===== src/rtl/opt_ccff_loader.sv =====
// ---------------------------------------------------------------------------
// opt_ccff_loader
//
// Configuration-chain controller for the DSP `opt` output-mux bank. Words from
// the bitstream streamer are serialised LSB-first onto the 105-flop ccff chain
// while config_enable gates the chain clock. An optional verify pass then
// recirculates the chain through itself (tail -> head) and compares a CRC-8 of
// the bits read from ccff_tail with a CRC-8 of the bits shifted in.
//
// Ports:
//   prog_clock     in   clock shared with the chain flops
//   prog_reset     in   asynchronous active-high reset
//   start          in   one-cycle load request, sampled only in IDLE
//   verify_en      in   sampled with start; 1 = run verify after LOAD
//   cfg_data       in   configuration word, bit 0 shifted first
//   cfg_valid      in   cfg_data is valid
//   cfg_ready      out  word accepted on this cycle when cfg_valid is also 1
//   config_enable  out  chain shifts on an edge where this is 1
//   ccff_head      out  serial data into the chain
//   ccff_tail      in   serial data out of the chain's last flop
//   busy           out  1 in LOAD and VERIFY
//   done           out  one-cycle pulse at the end of an operation
//   error          out  verify CRC mismatch, sticky until next accepted start
//
// Handshake: a word transfers on a rising edge where cfg_valid and cfg_ready
// are both 1. cfg_ready never depends on cfg_valid; cfg_data need only be
// stable while cfg_valid is 1.
// ---------------------------------------------------------------------------
module opt_ccff_loader #(
  parameter int CHAIN_LEN = 105,
  parameter int WORD_W    = 8,
  parameter int CNT_W     = 8
) (
  input  logic              prog_clock,
  input  logic              prog_reset,
  input  logic              start,
  input  logic              verify_en,
  input  logic [WORD_W-1:0] cfg_data,
  input  logic              cfg_valid,
  output logic              cfg_ready,
  output logic              config_enable,
  output logic              ccff_head,
  input  logic              ccff_tail,
  output logic              busy,
  output logic              done,
  output logic              error
);

  localparam int BL_W = $clog2(WORD_W + 1);

  typedef enum logic [1:0] {
    S_IDLE,
    S_LOAD,
    S_VERIFY,
    S_DONE
  } state_t;

  state_t            state;
  logic [CNT_W-1:0]  bit_cnt;
  logic [WORD_W-1:0] word_buf;
  logic [BL_W-1:0]   bits_left;
  logic [7:0]        crc_in;
  logic [7:0]        crc_out;
  logic              verify_lat;
  logic              error_q;

  logic              load_shift;
  logic              last_shift;
  logic              take_word;
  logic [7:0]        crc_out_next;

  // CRC-8, x^8+x^2+x+1, MSB-first register form, one bit per call.
  function automatic logic [7:0] crc8_step(input logic [7:0] crc, input logic bit_in);
    logic fb;
    fb = crc[7] ^ bit_in;
    return {crc[6:0], 1'b0} ^ (fb ? 8'h07 : 8'h00);
  endfunction

  // All outputs decode registered state; the only input-to-output path is
  // the deliberate tail -> head recirculation during VERIFY.
  always_comb begin
    load_shift    = (state == S_LOAD) && (bits_left != '0);
    last_shift    = (bit_cnt == CNT_W'(CHAIN_LEN - 1));
    // bits_left == 1 in LOAD always implies a shift this cycle, so the next
    // word can be taken on the same edge the last buffered bit leaves.
    cfg_ready     = (state == S_LOAD) && (bits_left <= BL_W'(1));
    take_word     = cfg_ready && cfg_valid;
    config_enable = load_shift || (state == S_VERIFY);
    if (load_shift) begin
      ccff_head = word_buf[0];
    end else if (state == S_VERIFY) begin
      ccff_head = ccff_tail;
    end else begin
      ccff_head = 1'b0;
    end
    busy          = (state == S_LOAD) || (state == S_VERIFY);
    done          = (state == S_DONE);
    error         = error_q;
    crc_out_next  = crc8_step(crc_out, ccff_tail);
  end

  always_ff @(posedge prog_clock or posedge prog_reset) begin
    if (prog_reset) begin
      state      <= S_IDLE;
      bit_cnt    <= '0;
      word_buf   <= '0;
      bits_left  <= '0;
      crc_in     <= '0;
      crc_out    <= '0;
      verify_lat <= 1'b0;
      error_q    <= 1'b0;
    end else begin
      case (state)
        S_IDLE: begin
          if (start) begin
            state      <= S_LOAD;
            bit_cnt    <= '0;
            word_buf   <= '0;
            bits_left  <= '0;
            crc_in     <= '0;
            crc_out    <= '0;
            verify_lat <= verify_en;
            error_q    <= 1'b0;
          end
        end

        S_LOAD: begin
          if (load_shift) begin
            word_buf <= word_buf >> 1;
            crc_in   <= crc8_step(crc_in, word_buf[0]);
            if (last_shift) begin
              // Any bits still buffered belong past the chain end: drop them.
              bits_left <= '0;
              bit_cnt   <= '0;
              state     <= verify_lat ? S_VERIFY : S_DONE;
            end else begin
              bit_cnt <= bit_cnt + CNT_W'(1);
              if (take_word) begin
                word_buf  <= cfg_data;
                bits_left <= BL_W'(WORD_W);
              end else begin
                bits_left <= bits_left - BL_W'(1);
              end
            end
          end else if (take_word) begin
            word_buf  <= cfg_data;
            bits_left <= BL_W'(WORD_W);
          end
        end

        S_VERIFY: begin
          crc_out <= crc_out_next;
          if (last_shift) begin
            bit_cnt <= '0;
            state   <= S_DONE;
            // Decided on entry to DONE so the flag is valid alongside done.
            error_q <= (crc_in != crc_out_next);
          end else begin
            bit_cnt <= bit_cnt + CNT_W'(1);
          end
        end

        S_DONE: begin
          state <= S_IDLE;
        end

        default: begin
          state <= S_IDLE;
        end
      endcase
    end
  end

endmodule


===== config.mk =====
export PLATFORM = sky130hd
export DESIGN_NAME = opt_ccff_loader
export DESIGN_NICKNAME = d
export VERILOG_FILES = /design/src/rtl/opt_ccff_loader.sv
export SDC_FILE = /design/constraint.sdc
export NUM_CORES = 1
export LEC_CHECK = 0
export BUFFER_PORTS_ARGS = -buffer_cell sky130_fd_sc_hd__buf_2
export CORE_ASPECT_RATIO = 1.25
export CORE_MARGIN = 2
export CORE_UTILIZATION = 55
export CTS_BUF_LIST = sky130_fd_sc_hd__clkbuf_16
export CTS_CLUSTER_SIZE = 10
export DETAILED_ROUTE_END_ITERATION = 7
export GPL_ROUTABILITY_DRIVEN = 0
export HOLD_SLACK_MARGIN = 0.05
export PLACE_DENSITY = 0.74
export REMOVE_ABC_BUFFERS = 1
export SLEW_MARGIN = 10
export SYNTH_ARGS = -nofsm -noshare
export SYNTH_HDL_FRONTEND = slang
export SYNTH_SLANG_ARGS = --single-unit

===== constraint.sdc =====
create_clock -name prog_clock -period 6.29 [get_ports prog_clock]
set_input_delay 1.258 -clock prog_clock [delete_from_list [all_inputs] [get_ports prog_clock]]
set_output_delay 1.258 -clock prog_clock [all_outputs]
set_load 0.02 [all_outputs]

==> reports/results.txt <==
The tools report the post-cts gate resize count as 0. The number of max-cap violations was 0. Type of destination of the critical path: an output pin. The share of synthesized cell area in and, or, nand and nor gates works out to 0.1747. The flow ran to the end, and the final reports show no timing, DRC or antenna violations.

No sink is reached through more buffers than the 2 on the longest clock path. The overall routing resource usage was 0.2216; the remaining antenna violation count after routing was 0. During placement, the flow inserted port buffers numbering 19. Wire length reported by the detailed router: 4763 microns. 20 I/O pins were placed. The region available for standard cell placement spans 0.004066 sq mm. The run gives 2 as the total number of H-tree levels. The first global-routing pass estimated 7879 microns of wire. From synthesis to final layout, the design area changed by 13.57%. Traced cell by cell, the critical path runs through inv_1, ha_1, or3b_2, and2_1, o21ai_0, buf_2.

The category of cells accounting for the largest share of critical-path delay was simple AND/OR/NAND/NOR gates. The first detailed-routing pass ran for 5 iterations. Dividing total power by cell area gives a power density of 515.1 mW/mm^2. The met3 routed wirelength is 133 microns.

The run gives 305.7 MHz as the highest clock frequency the design can meet. The run gives 0 as the count of hold buffers inserted by post-cts repair. After detailed routing, the number of remaining DRC violations is 0. In this run the static leakage power is 1.175 nW. The internal portion of the total power is 0.0007876 W.

CTS saw 40 sinks. The floorplan step defined a die boundary enclosing 0.004744 sq mm. The tools report the number of rows created at floorplan as 26. The tools report the HPWL after detailed placement as 3342 microns. Counting I/O delays and the setup requirement, the final critical path takes 3.271 ns. The biggest fanout along the worst timing path is 5. STA puts the critical path data arrival time at 2.01 ns. The logs give 0 for the number of antenna cells inserted and 342 for the filler cell count.

The uppermost layer routed is met4. After synthesis the netlist holds a flip-flop and latch count of 40. Largest family of logic cells by synthesized area: compound AO/OA/AOI/OAI gates. The start point of the worst min-delay path is word_buf[3].

For this design the total switching power over the nets is 0.0005658 W. Post-synthesis compound-gate area fraction: 0.1779. The aggregate global routing overflow was 0. Initial core utilization: 0.5689. Setup repair after global routing left no endpoint under its margin. STA puts the critical path data required time at 5.03 ns. The critical path in this run is classified as register to output pin.

Once the clock tree was built, the setup fixing pass inserted 0 buffers. The share of synthesized area spent on multiplexers came out at 0.07463. The clock-pin transition on the worst setup and hold timing paths is 0.06 ns, and the slew at the pin with the worst max-slew slack is 0.8160 ns. The run gives 0 as the number of antenna violations at the first check in global routing. Leaving out fill and tap cells, the most frequent cell in the layout is sky130_fd_sc_hd__dfrtp_1.

Synthesis produced a netlist whose cell count is 239. The share of synthesized cell area in full adder, half adder and majority cells came out at 0.05408. The sequential share of power is 0.329, and the switching fraction of total power is 0.4181.

The tools report the post-route met1 wirelength as 2005 microns. In the final design database the tool counted 282 nets. The post-synthesis area per instance works out to 9.680 sq um. The critical path starts at bits_left[0].

Yosys mapped a number of flops with a built-in enable equal to 0. On the worst path, the slowest cell contributes a delay of 0.46 ns. The mapped netlist covers 0.002313 sq mm. The post-synthesis xor/xnor area fraction came out at 0.05679. Across the VDD grid, the largest voltage drop is 0.2213 mV. In the layout the commonest cells are 40 x sky130_fd_sc_hd__dfrtp_1, 33 x sky130_fd_sc_hd__o21ai_0, 26 x sky130_fd_sc_hd__nand2_1. For the combinational share of power, the log shows 0.459. The clock arrives with 0.006329 ns of skew.

Part of the total power dissipated in the clock network: 0.212. The share of Yosys cell area claimed by the top area cell type is 0.4327. The final critical-path share of the clock period was 0.5201; the sum of negative setup slack was 0 ns. The kind of launch point of the worst setup path is a register. The later-pin clock latency in the skew report came out at 0.28 ns. The tools report the via count of the first global-routing pass as 1729.

The most area-hungry cell type in the Yosys netlist was sky130_fd_sc_hd__dfrtp_1. The total count of hold-check failures in the final report was 0; the number of distinct standard cells referenced by the synthesized netlist was 45. The largest individual stage delay along the critical path comes from the cell sky130_fd_sc_hd__or3b_2.

The critical path contains buffers and inverters numbering 2 combined. The post-synthesis async set-or-reset flop share came out at 1.000. For the worst slew margin relative to its limit, the log shows 0.4536. Setup violations remaining at the end of the flow were counted as 0.

The via density per instance was 5.698. By area the synthesized netlist is led by sky130_fd_sc_hd__dfrtp_1 43%, sky130_fd_sc_hd__o21ai_0 7.1%, sky130_fd_sc_hd__mux2i_1 6.5%, sky130_fd_sc_hd__ha_1 5.4%, sky130_fd_sc_hd__nand2_1 4.2%. The number of warning messages in the yosys log is 0.

The largest net degree at the start of global routing was 41. Commonest register cell after synthesis: sky130_fd_sc_hd__dfrtp_1. The detailed router placed 1795 vias in this run.

The logs give 0 for the max-slew violation count and 2517 microns for the sum of met2 wire segment lengths after detailed routing. The detailed router finished its first iteration with 82 violations. The startpoint identified for the worst register-to-register timing path is state[1]. The tightest min-delay check is of the register to register type. TritonCTS built the clock tree. From left edge to right edge, the die measures 62.01 microns. The post-detailed-route wirelength per cell was 15.12 microns. Vertical die dimension: 76.51 microns. The clock tree root driver cell was sky130_fd_sc_hd__clkbuf_16. Counting the buffers created by CTS gives 5. Across all hold checks on the routed design, the worst slack comes to 0.4880 ns.

The share of synthesized area occupied by flip-flops and latches is 0.4327. The fraction of layout cells with a size suffix above 1 was 0.1467.
power groups by stage:
stage               clock (W)  combinational (W)  sequential, W
floorplan                   0           0.000483       0.000423
global placement            0           0.000604       0.000444
detailed placement          0           0.000618       0.000448
CTS                  0.000292           0.000625       0.000445
global route         0.000302           0.000703       0.000458
finish               0.000286           0.000622       0.000445
routing by layer:
layer,track usage,vias up
li1,-,891
met1,0.2730,867
met2,0.3615,28
met3,0.04924,9
met4,0.08936,0
met5,0,-
logic make-up (layout without fill, tap and decap cells):
group | Yosys count | in the layout
compound gates | 62 | 62
buf+inv | 16 | 36
mux | 17 | 17
flops | 40 | 40
xor+xnor | 15 | 15
fa+ha+maj | 10 | 10
simple gates | 79 | 79
path summary, 6_finish.rpt:
path	slack, ns	cells after the start	end
max	3.02	6	ccff_head
min reg2reg	0.49	2	word_buf[3]
min	0.49	2	word_buf[3]
min in group asynchronous	1.09	3	word_buf[0]
max reg2reg	3.92	7	bits_left[1]
max in group asynchronous	4.84	3	crc_out[3]
area by class of cell:
type,count,area [sq um],share of cell area
multi-input combinational,183,1252,0.4767
sequential,40,1001,0.3810
inverter,7,26.28,0.01000
tap,56,70.07,0.02667
clock inverter,3,42.54,0.01619
timing repair buffer,21,110.1,0.04190
clock buffer,5,125.1,0.04762
sequential cells by signal (all words and copies together) (netlist names):
name	count
verify_lat	1
crc_out	8
crc_in	8
bit_cnt	8
word_buf	8
bits_left	4
state	2
error	1
Yosys cell counts (3+ instances only):
library cell	count
sky130_fd_sc_hd__nand2_1	26
sky130_fd_sc_hd__dfrtp_1	40
sky130_fd_sc_hd__clkbuf_1	7
sky130_fd_sc_hd__o21ai_0	33
sky130_fd_sc_hd__nor2_1	15
sky130_fd_sc_hd__a22o_1	7
sky130_fd_sc_hd__inv_1	7
sky130_fd_sc_hd__nand3_1	7
sky130_fd_sc_hd__xnor2_1	9
sky130_fd_sc_hd__nor3_1	3
sky130_fd_sc_hd__nor2b_1	5
sky130_fd_sc_hd__o31ai_1	4
sky130_fd_sc_hd__nand2b_1	4
sky130_fd_sc_hd__mux2i_1	15
sky130_fd_sc_hd__ha_1	10
sky130_fd_sc_hd__a22oi_1	8
sky130_fd_sc_hd__xor2_1	6
stage by stage:
stage | total power (W) | std cells | util | cell area [sq um] | worst slack, ns
detailed placement | 0.001066 | 307 | 0.6031 | 2452 | 3.259
finish | 0.001353 | 315 | 0.6462 | 2628 | 3.019
CTS | 0.001361 | 315 | 0.6443 | 2620 | 3.017
global placement | 0.001048 | 307 | 0.6031 | 2452 | 3.287
floorplan | 0.0009053 | 230 | - | 2272 | 3.237
global route | 0.001464 | 315 | 0.6462 | 2628 | 2.842
worst reg2reg max path: cells and delay by family, from the launching register on:
kind | cells | cell delay [ns]
DFF | 1 | 0.42
buffers and inverters | 1 | 0.11
and+or+nand+nor | 2 | 0.59
AOI/OAI and AO/OA | 3 | 0.72
adders and majority gates | 1 | 0.38
Note: power is estimated with default switching activity, not from simulation.
